[src/rtl/tile_result_drain.sv]
// Deskews one systolic-array result tile into a local store
// and streams it to the host row-major over valid/ready.
module tile_result_drain #(
  parameter int ACC_WIDTH = 16,
  parameter int ROWS      = 4,
  parameter int COLS      = 4
) (
  input  logic                      clk,
  input  logic                      rst,
  input  logic                      in_valid_C,
  input  logic [COLS*ACC_WIDTH-1:0] psum_in,
  output logic [ACC_WIDTH-1:0]      out_data,
  output logic                      out_valid,
  input  logic                      out_ready,
  output logic                      out_last,
  output logic [$clog2(ROWS)-1:0]   out_row,
  output logic [$clog2(COLS)-1:0]   out_col,
  output logic                      busy,
  output logic                      done,
  output logic                      err_overrun
);

  localparam int RW = $clog2(ROWS);
  localparam int CW = $clog2(COLS);
  localparam int N  = ROWS * COLS;
  localparam int KW = $clog2(N);
  localparam int NW = $clog2(ROWS + COLS);

  typedef enum logic [1:0] {
    IDLE,
    CAPTURE,
    STREAM
  } state_t;

  state_t                state_q, state_d;
  logic [NW-1:0]         cap_q, cap_d;
  logic [ACC_WIDTH-1:0]  data_q, data_d;
  logic                  valid_q, valid_d;
  logic                  last_q, last_d;
  logic [RW-1:0]         row_q, row_d;
  logic [CW-1:0]         col_q, col_d;
  logic                  done_q, done_d;
  logic                  err_q, err_d;
  logic [ACC_WIDTH-1:0]  mem [N];

  logic [RW-1:0]         nr;
  logic [CW-1:0]         nc;
  logic [KW-1:0]         nidx;

  assign out_data    = data_q;
  assign out_valid   = valid_q;
  assign out_last    = last_q;
  assign out_row     = row_q;
  assign out_col     = col_q;
  assign busy        = (state_q != IDLE);
  assign done        = done_q;
  assign err_overrun = err_q;

  // Row-major successor of the element currently presented.
  always_comb begin
    nr = row_q;
    nc = col_q + CW'(1);
    if (col_q == CW'(COLS - 1)) begin
      nc = '0;
      nr = row_q + RW'(1);
    end
    nidx = KW'(int'(nr) * COLS + int'(nc));
  end

  always_comb begin
    state_d = state_q;
    cap_d   = cap_q;
    data_d  = data_q;
    valid_d = valid_q;
    last_d  = last_q;
    row_d   = row_q;
    col_d   = col_q;
    done_d  = 1'b0;
    err_d   = in_valid_C && (state_q != IDLE);
    unique case (state_q)
      IDLE: begin
        if (in_valid_C) begin
          cap_d   = NW'(1);
          state_d = CAPTURE;
        end
      end
      CAPTURE: begin
        cap_d = cap_q + NW'(1);
        if (cap_q == NW'(ROWS + COLS - 2)) begin
          state_d = STREAM;
          valid_d = 1'b1;
          data_d  = mem[0];
          row_d   = '0;
          col_d   = '0;
          last_d  = (N == 1);
        end
      end
      STREAM: begin
        if (out_ready) begin
          if (last_q) begin
            state_d = IDLE;
            valid_d = 1'b0;
            last_d  = 1'b0;
            done_d  = 1'b1;
            data_d  = '0;
            row_d   = '0;
            col_d   = '0;
          end else begin
            row_d  = nr;
            col_d  = nc;
            data_d = mem[nidx];
            last_d = (nr == RW'(ROWS - 1)) &&
                     (nc == CW'(COLS - 1));
          end
        end
      end
      default: state_d = IDLE;
    endcase
  end

  always_ff @(posedge clk) begin
    if (rst) begin
      state_q <= IDLE;
      cap_q   <= '0;
      data_q  <= '0;
      valid_q <= 1'b0;
      last_q  <= 1'b0;
      row_q   <= '0;
      col_q   <= '0;
      done_q  <= 1'b0;
      err_q   <= 1'b0;
    end else begin
      state_q <= state_d;
      cap_q   <= cap_d;
      data_q  <= data_d;
      valid_q <= valid_d;
      last_q  <= last_d;
      row_q   <= row_d;
      col_q   <= col_d;
      done_q  <= done_d;
      err_q   <= err_d;
    end
  end

  // Lane c carries row (cap - c) of its column on this cycle.
  always_ff @(posedge clk) begin
    if (!rst) begin
      if (state_q == IDLE && in_valid_C) begin
        mem[0] <= psum_in[0 +: ACC_WIDTH];
      end else if (state_q == CAPTURE) begin
        for (int c = 0; c < COLS; c++) begin
          if (int'(cap_q) >= c && int'(cap_q) - c < ROWS) begin
            mem[KW'((int'(cap_q) - c) * COLS + c)] <=
              psum_in[c*ACC_WIDTH +: ACC_WIDTH];
          end
        end
      end
    end
  end

endmodule

[config.mk]
export PLATFORM = sky130hd
export DESIGN_NAME = tile_result_drain
export DESIGN_NICKNAME = d
export VERILOG_FILES = /design/src/rtl/tile_result_drain.sv
export SDC_FILE = /design/constraint.sdc
export NUM_CORES = 1
export LEC_CHECK = 0
export ABC_CLOCK_PERIOD_IN_PS = 3800
export CAP_MARGIN = 0
export CORE_MARGIN = 3
export CORE_UTILIZATION = 45
export CTS_BUF_LIST = sky130_fd_sc_hd__clkbuf_2
export DETAILED_ROUTE_END_ITERATION = 6
export GPL_TIMING_DRIVEN = 0
export SYNTH_ARGS = -nofsm -noshare
export SYNTH_HDL_FRONTEND = slang
export SYNTH_SLANG_ARGS = --single-unit
[constraint.sdc]
create_clock -name clk -period 3.8 [get_ports clk]
set_input_delay 0.38 -clock clk [delete_from_list [all_inputs] [get_ports clk]]
set_output_delay 0.38 -clock clk [all_outputs]
set_load 0.01 [all_outputs]
# Word level (Yosys, flattened, before mapping)
# Memory sizes are Yosys's and may differ from the RTL's.
# Index checks and enable logic that the tools add are counted.
[word_totals] out_inout_bits=25 elab_cells=110 latchBits=0 ramBits=256 in_bits=68 register_bits=29 memories=1 rom_bits=0
[mem_list] name="mem" words=16 word_bits=16 rd=2 rd_clocked_by_memory_dff=0 write_ports=4 line="44" source="logic [ACC_WIDTH-1:0] mem [N];"
[op_classes] mux=55 n_addsub=10 multipliers=0 n_eq_ne=10 n_bitwise=2 n_reduce_logical=16 shift=0 magnitude_cmp=7 n_div=0
[op_table] operator="$mux W16" count=4
[op_table] operator="$pmux W16 S2" count=1
[op_table] operator="$mux W1" count=31
[op_table] operator="$mux W2" count=11
[op_table] operator="$reduce_or A16 Y1" count=1
[op_table] operator="$lt A4 B4 Y1 const B" count=3
[op_table] operator="$add A4 B3 Y4 const B" count=2
[op_table] operator="$eq A2 B2 Y1 const B" count=4
[op_table] operator="$ne A2 B2 Y1 const B" count=4
[op_table] operator="$pmux W2 S2" count=2
[op_table] operator="$reduce_and A4 Y1" count=2
[op_table] operator="$sub A3 B2 Y4 const B" count=2
[op_table] operator="$ge A3 B2 Y1 const B" count=2
[op_table] operator="$logic_and A1 B1 Y1" count=6
[op_table] operator="$pmux W2 S3" count=1
[op_table] operator="$pmux W3 S2" count=1
[op_table] operator="$reduce_bool A2 Y1" count=3
[op_table] operator="$add A2 B1 Y2 const B" count=2
[op_table] operator="$add A4 B2 Y4" count=1
[op_table] operator="$add A4 B2 Y4 const B" count=1
[op_table] operator="$mux W4" count=1
[op_table] operator="$pmux W1 S2" count=2
[op_table] operator="$sub A3 B1 Y4 const B" count=1
[op_table] operator="$add A3 B1 Y3 const B" count=1
[op_table] operator="other kinds (10)" count=11

# Depth between registers and ports, before layout
# Gate-level depths: netlist (run 1).
[depth] ltp_word=8 ltp_mapped=11 mapped_depth_nobuf=7

# Worst setup path before layout (run 1)
# Ideal clock, no wire load.
[synth_path] path_type="register to register" start="register state_q[0]" end="memory mem[4][0], enable pin" slack_ns=1.019 path_stages_with_launch=5 arrival_ns=2.351 required_ns=3.370 setup_time_ns=0.430 path_cell_list="dfxtp_1 > buf_2 > and2b_1 > nand2b_1 > nor4_1"
[synth_rtl] item="from (decl)" line="35" source="state_t state_q, state_d;"
[synth_rtl] item="from (signal assigned)" line="133" source="state_q <= state_d;"
[synth_rtl] item="to (decl)" line="44"

# Worst setup path after layout (run 1)
[layout_path] start="register col_q[0] (netlist: out_col[0])" end="register data_q[8] (netlist: out_data[8])"
[layout_via] elab_chain_cells=7 elab_cells_between_ends=9
[layout_lines] item="from (decl)" line="41" source="logic [CW-1:0] col_q, col_d;"
[layout_lines] item="from (signal assigned)" line="139" source="col_q <= col_d;"
[layout_lines] item="$add A2 B1 Y2 or $eq A2 B2 Y1 (tied branches)" line="62, 63"
[layout_lines] item="$mux W2" line="63" source="if (col_q == CW'(COLS - 1)) begin"
[layout_lines] item="$add A4 B2 Y4 *" line="67" source="nidx = KW'(int'(nr) * COLS + int'(nc));"
[layout_lines] item="$mem_v2 Z16 W16 *"
[layout_lines] item="$mux W16 *" line="100" source="if (last_q) begin"
[layout_lines] item="$mux W16 *" line="99" source="if (out_ready) begin"
[layout_lines] item="$pmux W16 S2 *" line="80" source="unique case (state_q)"
[layout_lines] item="to (signal assigned)" line="135" source="data_q <= data_d;"
[layout_lines] item="to (decl)" line="37" source="logic [ACC_WIDTH-1:0] data_q, data_d;"
# Mark *: on every way between the ends. The rest lies on a longest branch, timed or not. The select of a mux whose other input is x is not followed.
# A chain may end at the register's enable or synchronous reset.

==> results of run 1 <==
-- final cells by class --
class,instances,area (sq um),share of cell area
Timing Repair Buffer,97,973,0.0661
Sequential cell,285,8270,0.561
Clock buffer,106,531,0.0360
Antenna cell,1,2.50,0.000170
Multi-Input combinational cell,477,4040,0.274
Tap cell,372,465,0.0316
Clock inverter,23,145,0.00985
Inverter,5,18.8,0.00127
Buffer,58,293,0.0199
-- cells in the final DEF, fill, tap and decap left out, drive strengths merged, types with 2 or more instances in the layout --
| master | n |
|---|---|
| inv | 7 |
| clkbuf | 128 |
| a22oi | 66 |
| or2 | 2 |
| or3 | 3 |
| ha | 13 |
| a21oi | 7 |
| a32oi | 2 |
| o211ai | 16 |
| buf | 41 |
| mux2 | 2 |
| and2b | 2 |
| nand2 | 20 |
| nor4 | 3 |
| nor2b | 4 |
| mux4 | 3 |
| o21ai | 18 |
| nand4 | 15 |
| nor2 | 14 |
| clkdlybuf4s50 | 92 |
| dfxtp | 29 |
| nor3b | 19 |
| mux2i | 182 |
| a21o | 2 |
| nand3 | 2 |
| nor3 | 5 |
| edfxtp | 256 |
| nand2b | 5 |
| clkinv | 18 |
| a31oi | 32 |
| and3b | 2 |
| o22a | 14 |
| bufinv | 2 |
| and2 | 14 |
-- critical path, cell delays in order (launching register included) --
cell and delay, ns:
dfxtp_1 0.45, buf_2 0.27, buf_2 0.41, inv_1 0.09, ha_1 0.37, buf_2 0.22, nor3b_2 0.43, clkbuf_1 0.55
a22oi_1 0.21, nand4_2 0.19, o211ai_2 0.09
-- how the worst max path moves through the flow --
stage                     depth (start not counted)          end  slack (ns)
after floorplan                                   4    mem[4][0]        1.02
after global placement                            3    mem[4][8]       -0.61
after detailed placement                         10  out_data[8]        0.18
after CTS                                        10  out_data[7]        0.12
after global routing                             10  out_data[8]        0.25
final                                            10  out_data[8]        0.38
-- sequential cells by signal, summed over array words and instances (netlist names) --
signal,flops
cap_q,3
done,1
err_overrun,1
mem,256
out_col,2
out_data,16
out_last,1
out_row,2
out_valid,1
state_q,2
-- kinds of logic (layout without fill, tap and decap cells) --
family | count (synthesis) | count (layout) | share of synthesized area
flip-flops | 285 | 285 | 0.656
multiplexers | 187 | 187 | 0.152
AO/OA/AOI/OAI | 163 | 163 | 0.0954
AND/OR/NAND/NOR | 112 | 112 | 0.0573
buffers and inverters | 63 | 289 | 0.0247
adder cells (fa/ha/maj) | 13 | 13 | 0.0129
XOR/XNOR | 2 | 2 | 0.00139
other | 0 | 1 | 0
-- routing by layer --
metal  up-vias  GRT usage  wire, microns
met5         -          0              0
met4         0     0.0706            667
met3        52     0.0556           2530
met2       298      0.352          15800
met1      3924      0.331          15900
li1       3670          -              -
-- Yosys cell counts (all sizes together) --
master	instances	area (sq um)
xor2	1	8.76
nand3	2	10.0
a22o	1	8.76
nand4	15	156
or3b	1	11.3
buf	36	210
dfxtp	29	581
nand2b	5	31.3
mux2i	182	1820
a21boi	1	7.51
xnor2	1	8.76
a211oi	1	7.51
nor4	3	18.8
o21ai	18	90.1
and3	1	6.26
o211ai	16	175
a31oi	32	200
nor2	14	52.6
edfxtp	256	7690
and2	14	87.6
clkbuf	22	82.6
mux4	3	67.6
nor3b	19	154
mux2	2	22.5
a32oi	2	17.5
inv	5	18.8
a32o	1	10.0
or2	2	12.5
o22a	14	123
a21o	2	15.0
o21bai	1	7.51
a22oi	66	495
nor2b	4	25.0
o2111ai	1	8.76
ha	13	163
nor3	5	25.0
and3b	2	17.5
and2b	2	17.5
a21oi	7	35.0
nand2	20	77.6
or3	3	18.8
-- where the power goes --
| group | switching (mW) | total (mW) | internal [mW] |
|---|---|---|---|
| sequential | 0.0179 | 3.46 | 3.44 |
| clock | 1.24 | 2.12 | 0.881 |
| combinational | 0.119 | 0.211 | 0.0917 |
-- repair_timing --
action,4_1_cts,5_1_grt
endpoints found under the setup margin,0,5
hold buffers,0,0
buffers inserted,0,0
gates resized for setup,0,1
==> metrics, run 1 <==
design area 14700 sq um; overall die height 173 microns; H-tree Lvls 3; R2R depth 10; clock transition at the registers of the reported paths 0.10 ns; Starting Density 0.462; DRC 0; Worst VDD drop 0.224 mV; largest net degree at the start of global routing 17; Hold Startpoint psum_in[58]; Max-cap violations 0; hold path cells 1; CP Launch Type flip-flop; worst reg2reg startpoint out_col[0]; global-route wire length before repair 51400 microns; Placed Cells incl. Taps 1294; P&R area growth vs syn 17.0%; global-route usage over all layers 0.231; status completed; FMAX 292 MHz; Hold Slack 0.202 ns; type of the worst setup path reg2reg; Post-Syn Instances 825; CTS tree done; First-pass DRT Iterations 5; Die X 173 microns; Setup Skew 0.0593 ns; IO Pins 93; Req. time, crit path 4.46 ns; grt total ovfl 0; Post-Route WL 34900 microns; Layout Utilization 0.541; synth unique cells 50; Tcrit/Tclk final 0.901; Setup WS post-layout 0.376 ns; Post-Syn Nets 906; Hold EP mem[11][10]; #FFs+latches synth 285; RSZ-0062 raised after global routing false; CTS max path bufs 3; Setup WS pre-CTS 0.178 ns; Leakage 4.89 nW; FP Rows 60; Clock Latency Late Sink 0.82 ns; Fillers 2346; final worst path period need 3.42 ns; Netlist Area Pre-Place 12600 sq um; Die Area 30000 sq um; CTS Buf Count 73; worst min path class in2reg; Antenna Violating Nets Remaining 0; ratio of cells with drive above 1 in the final layout 0.181; Worst Setup End Kind flip-flop; post-DP HPWL 24600 microns; core area 27300 sq um; final hold vios 0; max_slew headroom 0.207; initial antenna violation count 1; DR iter-0 viols 708; Port Buf Inserts 92; total power 5.79 mW; Worst setup startpoint out_col[0]; Final Wtd Congestion 0.848; Slew @ Worst Pin 1.19 ns; Mean Syn Cell Area 15.3 sq um; Final #Nets 1078; CTS Sinks 285; vias in the first global route 8150; Avg Vias per Cell 5.58; crit-path max FO 10; worst r2r dst out_data[8]; setup TNS 0 ns; setup violators final 0; pwr dens 393 nW/um^2; Post-Place Cell Area 14000 sq um; Final Max Tran Viols 0; flop2flop setup slack 0.38 ns; Critical Path AT 4.09 ns; synth warn 0; DR vias 7944; Root Buffer Master clkbuf_2; post-route insts no fill 1424; WL per Instance 24.5 microns; sequential share of the synthesized area 0.656
(Power assumes the default switching activity.)
==> inputs of run 2 (changes only) <==
- GPL_ROUTABILITY_DRIVEN: unset -> 0
- SLEW_MARGIN: unset -> 0
==> results of run 2 <==
Final layout, timing and power as in run 1 (identical DEF).
==> inputs of run 3 (changes only) <==
- CAP_MARGIN: 0 -> 40
- SLEW_MARGIN: 0 -> unset
==> metrics, run 3 (synthesis results as in run 1) <==
status completed (unchanged); hold path cells 1 (unchanged); pwr dens 401 nW/um^2 (was 393 nW/um^2); global-route usage over all layers 0.230 (was 0.231); Fillers 2269 (was 2346); First-pass DRT Iterations 5 (unchanged); most frequent cells in the layout edfxtp_1 (256), mux2i_1 (182), clkbuf_2 (112) (was edfxtp_1 (256), mux2i_1 (182), clkbuf_2 (106)); IO Pins 93 (unchanged); CTS Sinks 285 (unchanged); Leakage 5.01 nW (was 4.89 nW); CTS tree done (unchanged); final hold vios 0 (unchanged); setup violators final 0 (unchanged); overall die height 173 microns (unchanged); most flop-heavy register mem (unchanged); type of the worst setup path reg2reg (unchanged); CTS Buf Count 73 (unchanged); global-route wire length before repair 51000 microns (was 51400 microns); post-DP HPWL 25500 microns (was 24600 microns); Critical Path AT 4.12 ns (was 4.09 ns); Slew @ Worst Pin 0.815 ns (was 1.19 ns); max_slew headroom 0.457 (was 0.207); Root Buffer Master clkbuf_2 (unchanged); critical path cell sequence buf_2 > buf_2 > inv_1 > ha_1 > buf_2 > nor3b_2 > clkbuf_1 > a22oi_1 > nand4_2 > o211ai_2 (unchanged); crit-path max FO 10 (unchanged); clock transition at the registers of the reported paths 0.12 ns (was 0.10 ns); Final Max Tran Viols 0 (unchanged); Worst path most repeated cell buf_2 (unchanged); Setup Skew 0.0691 ns (was 0.0593 ns); initial antenna violation count 1 (unchanged); Clock Latency Late Sink 0.87 ns (was 0.82 ns); CTS max path bufs 3 (unchanged); Req. time, crit path 4.49 ns (was 4.46 ns); worst r2r dst out_data[7] (was out_data[8]); total power 6.00 mW (was 5.79 mW); flop2flop setup slack 0.36 ns (was 0.38 ns); H-tree Lvls 3 (unchanged); Hold Startpoint psum_in[58] (unchanged); FF+latch area 8270 sq um (unchanged); DRC 0 (unchanged); CP max-delay cell clkbuf_1 (unchanged); worst min path class in2reg (unchanged); R2R depth 10 (unchanged); Avg Vias per Cell 5.56 (was 5.58); Max-cap violations 0 (unchanged); final worst path period need 3.44 ns (was 3.42 ns); delay-heaviest family, CP buffers and inverters (unchanged); DR iter-0 viols 739 (was 708); worst reg2reg startpoint out_col[0] (unchanged); WL per Instance 24.3 microns (was 24.5 microns); Worst Setup End Kind flip-flop (unchanged); Hold EP mem[7][10] (was mem[11][10]); DR vias 8009 (was 7944); Die X 173 microns (unchanged); multi-input combinational cell area 4040 sq um (unchanged); FP Rows 60 (unchanged); Tcrit/Tclk final 0.904 (was 0.901); vias in the first global route 8103 (was 8150); hold-fix buffer count after cts 0 (unchanged); core area 27300 sq um (unchanged); Post-Route WL 35000 microns (was 34900 microns); P&R area growth vs syn 18.8% (was 17.0%); FMAX 291 MHz (was 292 MHz); largest net degree at the start of global routing 17 (unchanged); Worst VDD drop 0.183 mV (was 0.224 mV); Layout Utilization 0.549 (was 0.541); Largest register FFs 256 (unchanged); sum of buffers and inverters on the critical path 5 (unchanged); Final #Nets 1088 (was 1078); grt total ovfl 0 (unchanged); ratio of cells with drive above 1 in the final layout 0.192 (was 0.181); Port Buf Inserts 92 (unchanged); Worst path max stage delay 0.53 ns (was 0.55 ns); most common cell after layout, fill and taps aside edfxtp_1 (unchanged); Antenna Violating Nets Remaining 0 (unchanged); RSZ-0062 raised after global routing false (unchanged); Die Area 30000 sq um (unchanged); CP Launch Type flip-flop (unchanged); Starting Density 0.462 (unchanged)
[run 3: worst register-to-register path: stages (launching register included)]
cell and delay, ns:
dfxtp_1 0.46, buf_2 0.27, buf_2 0.42, inv_1 0.09
ha_1 0.37, buf_2 0.22, nor3b_2 0.46, clkbuf_1 0.53
a22oi_1 0.21, nand4_2 0.17, o211ai_2 0.09
[run 3: area by class of cell]
type                       instances  area share
timing repair buffer             107      0.0751
tap                              372      0.0311
inverter                           5     0.00125
sequential                       285       0.553
multi-input combinational        477       0.270
buffer                            58      0.0196
clock inverter                    24      0.0131
clock buffer                     112      0.0375
antenna                            1    0.000167
[run 3: worst max-delay path by stage]
| stage | cells after the start | start | slack [ns] | end |
|---|---|---|---|---|
| floorplan | 4 | state_q[0] | 1.02 | mem[4][0] |
| global placement | 3 | rst | -0.61 | mem[4][8] |
| detailed placement | 10 | out_col[0] | 0.20 | out_data[8] |
| CTS | 10 | out_col[0] | 0.1 | out_data[7] |
| global route | 10 | out_col[0] | 0.20 | out_data[13] |
| finish | 10 | out_col[0] | 0.36 | out_data[7] |
[run 3: layer usage]
layer | part of all wire | up-vias | track usage
li1 | - | 3693 | -
met1 | 0.46 | 3966 | 0.333
met2 | 0.45 | 309 | 0.351
met3 | 0.069 | 41 | 0.0469
met4 | 0.016 | 0 | 0.0736
met5 | 0 | - | 0
[run 3: where the power goes]
group,internal (mW),switching [mW],leakage [nW]
combinational,0.0937,0.121,1.91
clock,1.05,1.27,0.558
sequential,3.44,0.0183,2.55
[run 3: what timing repair did]
item,4_1_cts,5_1_grt
resized for setup,0,1
buffers inserted,0,0
setup endpoints to repair,0,8
[run 3: stage by stage]
stage               std cells  area [sq um]  TNS [ns]  hold slack (ns)  setup WS (ns)
global placement         1289         14000    -16.30            0.485         -0.613
detailed placement       1304         14200         0            0.493          0.201
finish                   1441         15000         0            0.159          0.364
CTS                      1440         15000         0            0.116         0.0997
global route             1441         15000         0            0.132          0.201
floorplan                 825         12600         0            0.479           1.02
==> patch (settings of run 2) <==
The 3 states of `state_t` get a one-hot encoding in 3 bits.
--- a/src/rtl/tile_result_drain.sv
+++ b/src/rtl/tile_result_drain.sv
@@ -26,10 +26,10 @@
   localparam int KW = $clog2(N);
   localparam int NW = $clog2(ROWS + COLS);
 
-  typedef enum logic [1:0] {
-    IDLE,
-    CAPTURE,
-    STREAM
+  typedef enum logic [2:0] {
+    IDLE    = 3'b001,
+    CAPTURE = 3'b010,
+    STREAM  = 3'b100
   } state_t;
 
   state_t                state_q, state_d;
Check against the original RTL: same outputs for any inputs over 4 cycles, from zero or initial values and one cycle with rst high; so few cycles prove little.
==> patch against run 2 <==
Clock power is 7% higher. Total power is 1.6% higher. Worst hold slack worse by 0.071 ns. Synthesized area is 0.48% higher. Design area is 0.67% higher. Via count is 19% higher. Synthesized cell count is 12% higher. Clock skew is 0.037 ns higher. Sequential cell count is 1 higher. Global-route usage is 4.8 points higher. Setup slack worse by 0.36 ns. Routed wire length is 23% higher. Maximum frequency is 9.6% lower. Highest routed layer unchanged.
==> patch: results (changes against run 2) <==
status=finished clean; syn_nets=1003 (+11%); Hold Path Origin=psum_in[4]; reg2reg setup slack=0.01 ns (-0.36 ns); placed cell area=14090 sq um (+0.29%); via-per-instance ratio=6.212 (+11%); Tcrit/Tclk final=99.65% (+9.5 points); hold path depth=1 (unchanged); CP Max Fanout=10 (unchanged); Root Buffer=clkbuf_2; RR Endpoint=out_data[12]; sequential area share after synthesis=65.49% (-0.15 points); headroom to the max-slew limit=11.03% (-9.7 points); max reg flops=256 (unchanged); initial antenna violation count=1 (unchanged); vias in the first global route=9240 (+13%); Total Routing Usage GR=27.93% (+4.8 points); top cells by area, synth=edfxtp_1 (61%), mux2i_1 (5.0%), dfxtp_1 (4.7%), a21oi_1 (3.7%), o22ai_1 (1.8%); DRT iter0 DRCs=1361 (+92%); Biggest register=mem; top cell types by occurrence after synthesis=edfxtp_1 (256), a21oi_1 (93), mux2i_1 (63); asr flop ratio synth=0% (unchanged); Worst R2R Path Depth=11 (+1); Worst-Skew Late Latency=0.91 ns (+0.09 ns); Post-Route WL=43040 microns (+23%); H-tree lvl count=3 (unchanged); Post-Syn Instances=924 (+12%); wire per inst=28.26 microns (+15%); Peak VDD IR=0.0002149 V (-4.0%); LEAKAGE=5.467 nW (+12%); r2r startpoint=out_col[0]; DPL Wire Length=27640 microns (+12%); warnings from Yosys=0 (unchanged); largest net degree at the start of global routing=17 (unchanged); layout cells sized above 1=20.61% (+2.5 points); Hold WS=0.1310 ns (-0.07059 ns); synthesized cell area=12650 sq um (+0.48%); # nets final=1175 (+9.0%); clk_skew=0.09618 ns (+0.03689 ns); CTS Buffer Depth=3 (unchanged); TritonRoute pass-1 iters=6 (+1); pre-CTS setup slack=-0.1808 ns (-0.3593 ns); Inserted Clock Buffers=75 (+2.7%); Port-buffer cells=92 (unchanged); first-pass GRT wire length=61200 microns (+19%); count of cell types in the netlist=73 (+46%); post-placement cell count=1391 (+7.5%); post-CTS sizing=1 (+1); Hold EP=mem[8][4]; EDFF count, synth=256 (unchanged)
-- patch: kinds of logic after synthesis --
group / count (synthesis) / share of synthesized area (%)
AO/OA/AOI/OAI: 276 / 14.86
flip-flops: 286 / 65.49
multiplexers: 83 / 6.852
XOR/XNOR: 5 / 0.4055
buffers and inverters: 78 / 3.787
adder cells (fa/ha/maj): 11 / 1.088
AND/OR/NAND/NOR: 185 / 7.515
-- patch: power by group --
part	switching, mW	internal (mW)
Combinational	0.0879	0.0839
Clock	1.28	0.983
Sequential	0.0187	3.43
Total	1.39	4.50
-- patch: layout make-up --
cell class	instances	area [sq um]
buffer	70	450.4
timing repair buffer	95	962.2
sequential	286	8288
fill	2381	12490
clock inverter	22	187.7
antenna	1	2.502
clock buffer	109	545.5
inverter	8	33.78
tap	372	465.4
multi-input combinational	560	3896
-- patch: worst max-delay path by stage --
stage               start            to  cells past startpoint
2_1_floorplan  state_q[0]     mem[0][0]                      4
3_3_place_gp          rst     mem[0][6]                      4
3_5_place_dp   out_col[0]   out_data[3]                     11
4_1_cts        out_col[0]   out_data[3]                     11
5_1_grt        out_col[0]  out_data[12]                     11
6_report       out_col[0]  out_data[12]                     11
-- patch: worst max-delay path, cell delays in order (launching register included) --
cell,delay [ns]
dfxtp_1,0.38
buf_6,0.20
buf_6,0.20
inv_2,0.16
clkbuf_2,0.35
ha_1,0.58
buf_4,0.25
buf_4,0.28
clkbuf_1,0.65
o22ai_1,0.19
a21oi_1,0.23
o41ai_2,0.10
-- patch: metal layers --
layer | part of all wire, % | vias up | track usage [%] | wire length (microns)
met1 | 39 | 4616 | 38.27 | 16980
met2 | 46 | 701 | 44.25 | 19790
met4 | 3.5 | 0 | 10.96 | 1517
li1 | - | 4021 | - | -
met3 | 11 | 123 | 5.410 | 4750
met5 | 0 | - | 0 | 0
